[config.mk]
export PLATFORM = sky130hd
export DESIGN_NAME = fork_cond_n_r1_2ph_flat
export DESIGN_NICKNAME = d
export VERILOG_FILES = /design/src/rtl/fork_cond_n_r1_2ph_pkg.sv /design/src/rtl/fork_cond_n_r1_2ph_if.sv /design/src/rtl/sync_2ph_bit.sv /design/src/rtl/fork_cond_n_r1_2ph.sv /design/src/flat_wrapper.sv
export SDC_FILE = /design/constraint.sdc
export NUM_CORES = 1
export LEC_CHECK = 0
export CAP_MARGIN = 25
export CORE_UTILIZATION = 46
export DETAILED_ROUTE_END_ITERATION = 12
export PLACE_DENSITY = 0.75
export SLEW_MARGIN = 0
export SYNTH_ARGS = -nofsm -noshare
export SYNTH_HDL_FRONTEND = slang
export SYNTH_SLANG_ARGS = --single-unit
[constraint.sdc]
create_clock -name clk -period 2 [get_ports clk]
set_input_delay 0.4 -clock clk [delete_from_list [all_inputs] [get_ports clk]]
set_output_delay 0.4 -clock clk [all_outputs]
set_load 0.01 [all_outputs]
[src/rtl/fork_cond_n_r1_2ph_pkg.sv]
// rtl/fork_cond_n_r1_2ph_pkg.sv - shared types and reset values for the 2-phase conditional fork
package fork_cond_pkg;

  typedef enum logic {
    IDLE = 1'b0,
    WAIT = 1'b1
  } state_t;

  localparam state_t RST_STATE = IDLE;
  localparam logic   RST_PHASE = 1'b0;
  localparam logic   RST_FLAG  = 1'b0;

  // Advance the 2-phase request of every selected channel.
  function automatic logic [31:0] toggle_sel(input logic [31:0] phases, input logic [31:0] sel);
    return phases ^ sel;
  endfunction

endpackage

[src/rtl/fork_cond_n_r1_2ph_if.sv]
// rtl/fork_cond_n_r1_2ph_if.sv - input channel, output channels and status of the conditional fork
interface fork_cond_n_r1_2ph_if #(
  parameter int N     = 4,
  parameter int WIDTH = 8
);
  logic             r;
  logic             a;
  logic [WIDTH-1:0] d_in;
  logic [N-1:0]     cond;
  logic [N-1:0]     r_n;
  logic [N-1:0]     a_n;
  logic [WIDTH-1:0] d_out;
  logic             busy;
  logic             err;

  modport master (
    output r, d_in, cond, a_n,
    input  a, r_n, d_out, busy, err
  );

  modport slave (
    input  r, d_in, cond, a_n,
    output a, r_n, d_out, busy, err
  );
endinterface

[src/rtl/sync_2ph_bit.sv]
// rtl/sync_2ph_bit.sv - single-bit synchroniser for 2-phase signals, STAGES=0 passes through
module sync_2ph_bit #(
  parameter int STAGES = 2
) (
  input  logic clk,
  input  logic rstn,
  input  logic d,
  output logic q
);

  generate
    if (STAGES == 0) begin : g_wire
      assign q = d;
    end else begin : g_sync
      logic [STAGES-1:0] ff;

      always_ff @(posedge clk) begin
        if (!rstn) begin
          ff <= '0;
        end else begin
          ff[0] <= d;
          for (int i = 1; i < STAGES; i++) begin
            ff[i] <= ff[i-1];
          end
        end
      end

      assign q = ff[STAGES-1];
    end
  endgenerate

endmodule

[src/rtl/fork_cond_n_r1_2ph.sv]
// rtl/fork_cond_n_r1_2ph.sv - clocked N-channel conditional fork for 2-phase req/ack with data bundle
module fork_cond_n_r1_2ph
  import fork_cond_pkg::*;
#(
  parameter int N           = 4,
  parameter int WIDTH       = 8,
  parameter int SYNC_STAGES = 2
) (
  input  logic                  clk,
  input  logic                  rstn,
  fork_cond_n_r1_2ph_if.slave   bus
);

  logic             r_s;
  logic [N-1:0]     a_s;

  state_t           state_q, state_d;
  logic             r_ph_q, r_ph_d;
  logic [N-1:0]     sel_q, sel_d;
  logic [WIDTH-1:0] dout_q, dout_d;
  logic             a_q, a_d;
  logic [N-1:0]     rn_q, rn_d;
  logic             busy_q, busy_d;
  logic             err_q, err_d;

  logic [N-1:0]     mismatch;
  logic [N-1:0]     pending;

  sync_2ph_bit #(.STAGES(SYNC_STAGES)) u_sync_r (
    .clk  (clk),
    .rstn (rstn),
    .d    (bus.r),
    .q    (r_s)
  );

  generate
    for (genvar i = 0; i < N; i++) begin : g_ack_sync
      sync_2ph_bit #(.STAGES(SYNC_STAGES)) u_sync_a (
        .clk  (clk),
        .rstn (rstn),
        .d    (bus.a_n[i]),
        .q    (a_s[i])
      );
    end
  endgenerate

  // A channel is outstanding while its ack phase trails its request phase.
  assign mismatch = a_s ^ rn_q;
  assign pending  = sel_q & mismatch;

  always_ff @(posedge clk) begin
    if (!rstn) begin
      state_q <= RST_STATE;
      r_ph_q  <= RST_PHASE;
      sel_q   <= '0;
      dout_q  <= '0;
      a_q     <= RST_PHASE;
      rn_q    <= '0;
      busy_q  <= RST_FLAG;
      err_q   <= RST_FLAG;
    end else begin
      state_q <= state_d;
      r_ph_q  <= r_ph_d;
      sel_q   <= sel_d;
      dout_q  <= dout_d;
      a_q     <= a_d;
      rn_q    <= rn_d;
      busy_q  <= busy_d;
      err_q   <= err_d;
    end
  end

  always_comb begin
    state_d = state_q;
    r_ph_d  = r_ph_q;
    sel_d   = sel_q;
    dout_d  = dout_q;
    a_d     = a_q;
    rn_d    = rn_q;
    busy_d  = busy_q;
    err_d   = err_q;

    case (state_q)
      IDLE: begin
        if (mismatch != '0) begin
          err_d = 1'b1;
        end
        if (r_s != r_ph_q) begin
          r_ph_d = r_s;
          dout_d = bus.d_in;
          sel_d  = bus.cond;
          if (bus.cond != '0) begin
            rn_d    = N'(toggle_sel(32'(rn_q), 32'(bus.cond)));
            busy_d  = 1'b1;
            state_d = WAIT;
          end else begin
            a_d = ~a_q;
          end
        end
      end

      WAIT: begin
        // An early request stays unaccepted here; IDLE picks it up after the ack.
        if (((mismatch & ~sel_q) != '0) || (r_s != r_ph_q)) begin
          err_d = 1'b1;
        end
        if (pending == '0) begin
          a_d     = ~a_q;
          busy_d  = 1'b0;
          state_d = IDLE;
        end
      end

      default: begin
        state_d = IDLE;
      end
    endcase
  end

  assign bus.a     = a_q;
  assign bus.r_n   = rn_q;
  assign bus.d_out = dout_q;
  assign bus.busy  = busy_q;
  assign bus.err   = err_q;

endmodule

[src/flat_wrapper.sv]
// flat-port wrapper written by rule: the top's interface ports become plain ports
module fork_cond_n_r1_2ph_flat import fork_cond_pkg::*;
#(
  parameter int N           = 4,
  parameter int WIDTH       = 8,
  parameter int SYNC_STAGES = 2
)
  (clk, rstn, bus_r, bus_d_in, bus_cond, bus_a_n, bus_a, bus_r_n, bus_d_out, bus_busy, bus_err);
  fork_cond_n_r1_2ph_if #(.N(N), .WIDTH(WIDTH)) bus_i ();
  input  logic clk;
  input  logic rstn;
  input wire logic [$bits(bus_i.r)-1:0] bus_r;
  input wire logic [$bits(bus_i.d_in)-1:0] bus_d_in;
  input wire logic [$bits(bus_i.cond)-1:0] bus_cond;
  input wire logic [$bits(bus_i.a_n)-1:0] bus_a_n;
  output wire logic [$bits(bus_i.a)-1:0] bus_a;
  output wire logic [$bits(bus_i.r_n)-1:0] bus_r_n;
  output wire logic [$bits(bus_i.d_out)-1:0] bus_d_out;
  output wire logic [$bits(bus_i.busy)-1:0] bus_busy;
  output wire logic [$bits(bus_i.err)-1:0] bus_err;
  assign bus_i.r = bus_r;
  assign bus_i.d_in = bus_d_in;
  assign bus_i.cond = bus_cond;
  assign bus_i.a_n = bus_a_n;
  assign bus_a = bus_i.a;
  assign bus_r_n = bus_i.r_n;
  assign bus_d_out = bus_i.d_out;
  assign bus_busy = bus_i.busy;
  assign bus_err = bus_i.err;
  fork_cond_n_r1_2ph #(.N(N), .WIDTH(WIDTH), .SYNC_STAGES(SYNC_STAGES)) u_core (.clk(clk), .rstn(rstn), .bus(bus_i));
endmodule
# After elaboration in Yosys (flattened, before gate mapping)
# Cells that the tools add are included.
[totals] reg_bits=31 input_bits=19 output_inout_bits=15 wordCells=52
[op_classes] eq_ne=7 n_mux=15 n_bitwise=7 reduce_logical=10
[ops] operator="4-bit nonzero test" n=3
[ops] operator="1-bit 2-to-1 mux" n=11
[ops] operator="3-bit AND reduction" n=3
[ops] operator="4-bit bitwise AND" n=2
[ops] operator="1-bit one-hot mux with 2 select lines" n=4
[ops] operator="4-bit bitwise XOR" n=2
[ops] operator="2-bit by 1-bit != test with 1-bit output, second input constant" n=3
[ops] operator="2-bit != test, second input constant" n=3
[ops] operator="4-bit zero test" n=1
[ops] operator="4-bit inverter" n=1
[ops] operator="2-bit AND reduction" n=2
[ops] operator="1-bit inverter" n=2
[ops] operator="1-bit logical OR" n=1
[ops] operator="1-bit != test" n=1

# Longest topological paths before layout
[logic_depth] word_depth=6 depth_mapped=5 depth_no_buf=4

# Hierarchy
# A second synthesis with hierarchy kept.
[hier_totals] hier_cells=125 hier_area_um2=1237.4
[by_module_without_submodules] module="fork_cond_n_r1_2ph" instances=1 cells_per_inst=105 area_per_inst_um2=974.7 seq_area_each_um2=420.4
[by_module_without_submodules] module="sync_2ph_bit" instances=5 cells_per_inst=4 area_per_inst_um2=52.6 seq_area_each_um2=40.0

# Worst setup path after synthesis
# OpenSTA, ideal clock, no wires.
[synth_path] path_kind="flip-flop to flip-flop" startpoint="reg u_core.rn_q[0], in the netlist u_core.bus.r_n[0]" endpoint="reg u_core.a_q, in the netlist u_core.bus.a" setup_ns=0.134 arrival_time_ns=1.418 required_ns=1.866 path_slack_ns=0.448 stages_incl_launch_ff=5 n_path_buf=0 period_less_slack_ns=1.552 path_cell_list="dfxtp_1 xor2_1 a22oi_1 a221oi_2 or4b_1"
[synth_between] elab_chain_len=5
[synth_lines] element="from (decl)" line="fork_cond_n_r1_2ph.sv:22" source="logic [N-1:0] rn_q, rn_d;"
[synth_lines] element="from (signal assigned)" line="fork_cond_n_r1_2ph.sv:67" source="rn_q <= rn_d;"
[synth_lines] element="4-bit bitwise XOR" line="fork_cond_n_r1_2ph.sv:48" source="assign mismatch = a_s ^ rn_q;"
[synth_lines] element="4-bit bitwise AND" line="fork_cond_n_r1_2ph.sv:49" source="assign pending = sel_q & mismatch;"
[synth_lines] element="4-bit zero test" line="fork_cond_n_r1_2ph.sv:107" source="if (pending == '0) begin"
[synth_lines] element="2-bit != test (no source line)"
[synth_lines] element="3-bit AND reduction (no source line)"
[synth_lines] element="to (signal assigned)" line="fork_cond_n_r1_2ph.sv:57" source="a_q <= RST_PHASE;"
[synth_lines] element="to (signal assigned)" line="fork_cond_n_r1_2ph.sv:66" source="a_q <= a_d;"
[synth_lines] element="to (decl)" line="fork_cond_n_r1_2ph.sv:21" source="logic a_q, a_d;"
# No other way between the ends.
# A chain may end at the register's enable or synchronous reset.

# Worst setup path in the final report
[layout_path] startpoint="in bus_cond[3]" endpoint="reg u_core.a_q, in the netlist u_core.bus.a"
[layout_between] elab_chain_len=3
[layout_lines] element="from (decl)" line="flat_wrapper.sv:14" source="input wire logic [$bits(bus_i.cond)-1:0] bus_cond;"
[layout_lines] element="4-bit nonzero test" line="fork_cond_n_r1_2ph.sv:92" source="if (bus.cond != '0) begin"
[layout_lines] element="2-bit != test (no source line)"
[layout_lines] element="3-bit AND reduction (no source line)"
# No other way between the ends.

==> summary.md <==
| Metric | Value |
|---|---|
| Slew Viols, Final | `0` |
| Syn_nets | `145` |
| DR pass1 iterations | `4` |
| Largest net degree at the start of global routing | `21` |
| Crit end category | `flip-flop` |
| Post-CTS Setup Bufs | `0` |
| Max IR drop VDD | `0.597 mV` |
| Seq pwr share | `53.6%` |
| # diodes | `0` |
| Critical path required time | `2210 ps` |
| Initial Util | `49.2%` |
| Post-synthesis sequential area ratio | `50.0%` |
| Die Wd | `53.9 um` |
| Slew of the pin with the lowest slew margin | `470 ps` |
| Hold WS | `437 ps` |
| Post-Synthesis Cells | `126` |
| CP max FO | `4` |
| Bufs on Longest Clock Path | `2` |
| H-tree Lvls | `2` |
| Initial antenna violation count | `0` |
| Routed Antenna Nets | `0` |
| Vias in the first global route | `915` |
| Worst r2r src | `u_core.r_ph_q` |
| Setup_tns | `0 ps` |
| Total gr overflow | `0` |
| Hold crit path type | `flip-flop to flip-flop` |
| Routability-driven placement congestion ratio | `0.747` |
| End of the critical path | `u_core.bus.a` |
| RSZ-0062 raised after global routing | `false` |
| Share of cells above drive strength 1 | `9.20%` |
| DP Cell Count | `185` |
| WL final | `2.32 mm` |
| Worst EP arrival | `1990 ps` |
| Layout area overhead | `34.1%` |
| Switching Fraction | `23.1%` |
| Syn. warnings | `0` |
| Hold Startpoint | `u_core.g_ack_sync[1].u_sync_a.g_sync.ff[0]` |
| Clk Tree Root Cell | `clkbuf_4` |
| Yosys top cell by area | `dfxtp_1` |
| Post-CTS resize count | `0` |
| Tmin final | `1780 ps` |
| CP Launch Type | `input pin` |
| Wire length per cell | `12.0 um` |
| Skew final | `1.70 ps` |
| DP HPWL | `1.72 mm` |
| Commonest non-fill, non-tap cell in the layout | `clkdlybuf4s50_1` |
| Row count | `18` |
| Total number of vias | `969` |
| Worst-path clk slew | `90 ps` |
| Max Fclk | `0.561 GHz` |
| # port buffers | `33` |
| Nets | `181` |
| Area contributors post-synth | `dfxtp_1 50%, and2_1 9.1%, nand2_1 6.4%` |
| #FFs+latches synth | `31` |
| Status | `finished clean` |
| Vias/cell | `5.02` |
| Final Cycle Share | `89.2%` |
| Cell variety after synth | `29` |
| Reg-to-Reg End | `u_core.bus.a` |
| Core Util, Final | `66.0%` |
| Non-Filler Instances | `193` |
| TritonCTS sink count | `31` |
| GRT Overall Usage | `19.0%` |
| Hold Buf Count CTS | `0` |
| Die area | `2910 um^2` |
| Crit. Startpoint | `bus_cond[3]` |
| TritonCTS clock tree | `yes` |
| Average cell area after synthesis | `9.85 um^2` |
| Power Density | `754 nW/um^2` |
| Total net switching power | `291 uW` |
| Global-route wire length before repair | `3.73 mm` |
| Clk_lat worst skew | `330 ps` |
| Core Region | `2520 um^2` |
| Static Leakage | `0.000656 uW` |
| Clock power share | `32.0%` |
| Most frequent cells in the layout | `33 x clkdlybuf4s50_1, 31 x dfxtp_1, 21 x nand2_1` |
| Combinational power share | `14.3%` |
| Hold depth | `1` |
| Max Cap Viol | `0` |
| Iteration-0 DRC Markers | `18` |
| R2R cell count | `4` |
| Critical path class | `input pin to flip-flop` |
| Final Hold Violating Endpoints | `0` |
| Drc violations | `0` |
| R2R setup slack | `310 ps` |
| Mapped cell area | `1240 um^2` |
| I/O pins | `34` |
| Final setup fails | `0` |
| CTS Buf Count | `5` |
| P_int | `965 uW` |
| Die height | `53.9 um` |
| Synth top area share | `50.0%` |
| Rel. slew slack | `68.5%` |
[logic make-up after synthesis]
logic type             count (synthesis)  synth area share, %
AO/OA/AOI/OAI                         24                 14.6
XOR/XNOR                               9                 6.96
buffers and inverters                  8                 3.23
flip-flops                            31                 50.0
multiplexers                           1                0.806
AND/OR/NAND/NOR                       53                 24.4
[stage by stage]
stage	total power [uW]	cell area, um^2	setup slack (ps)
floorplan	776	1240	448
global placement	863	1600	-41.3
detailed placement	869	1600	-115
CTS	1270	1660	239
global route	1320	1660	146
finish	1260	1660	216
[final cells by class]
class	instances	area [um^2]
Inverter	1	3.75
Tap cell	30	37.5
Sequential cell	31	621
Timing Repair Buffer	36	353
Fill cell	227	858
Clock buffer	8	68.8
Multi-Input combinational cell	87	581
[power by group through the flow]
stage	Combinational [uW]	Sequential [uW]	Clock (uW)
detailed placement	181	688	0
floorplan	84.0	692	0
finish	180	673	402
global route	198	677	443
CTS	182	674	413
global placement	178	686	0
[synthesized netlist by cell type]
cell and count:
dfxtp_1 31, nand2_1 21, and2_1 18, a21boi_0 10
xor2_1 8, o21a_1 5, clkbuf_1 4, nor3b_1 4
a21oi_1 2, a22oi_1 2, buf_2 2, nor2b_1 2
a221oi_1 1, a221oi_2 1, a22o_1 1, a31oi_1 1
and4b_1 1, buf_6 1, inv_1 1, mux2i_1 1
nand3b_1 1, nand4_1 1, nor2_4 1, nor3_1 1
nor4_2 1, o21ai_0 1, or2_2 1, or4b_1 1
xnor2_2 1
[sequential cells by signal (all words and copies together), names as in the netlist]
name,flops
u_core.bus.busy,1
u_core.state_q,1
u_core.bus.d_out,8
u_core.bus.r_n,4
u_core.bus.err,1
u_core.sel_q,4
u_core.u_sync_r.g_sync.ff,2
u_core.g_ack_sync.u_sync_a.g_sync.ff,8
u_core.r_ph_q,1
u_core.bus.a,1
[worst max-delay path, stage by stage]
cell	delay, ps
clkdlybuf4s50_1	440
nor4_2	480
a221oi_2	130
or4b_1	540
[worst min-delay path by stage]
stage / to
floorplan: u_core.g_ack_sync[0].u_sync_a.g_sync.ff[1]
global placement: u_core.u_sync_r.g_sync.ff[1]
detailed placement: u_core.g_ack_sync[1].u_sync_a.g_sync.ff[1]
CTS: u_core.g_ack_sync[1].u_sync_a.g_sync.ff[1]
global route: u_core.u_sync_r.g_sync.ff[1]
finish: u_core.g_ack_sync[1].u_sync_a.g_sync.ff[1]
[layer usage]
metal	vias to the layer above	wire length [um]	share of wire (%)	global-route usage (%)
met5	-	0	0	0
met4	0	56	2.4	11.8
met3	7	163	7.0	6.50
met2	34	1090	47	33.7
met1	433	1010	44	18.6
li1	495	-	-	-
Power figures use the tool's default switching activity.
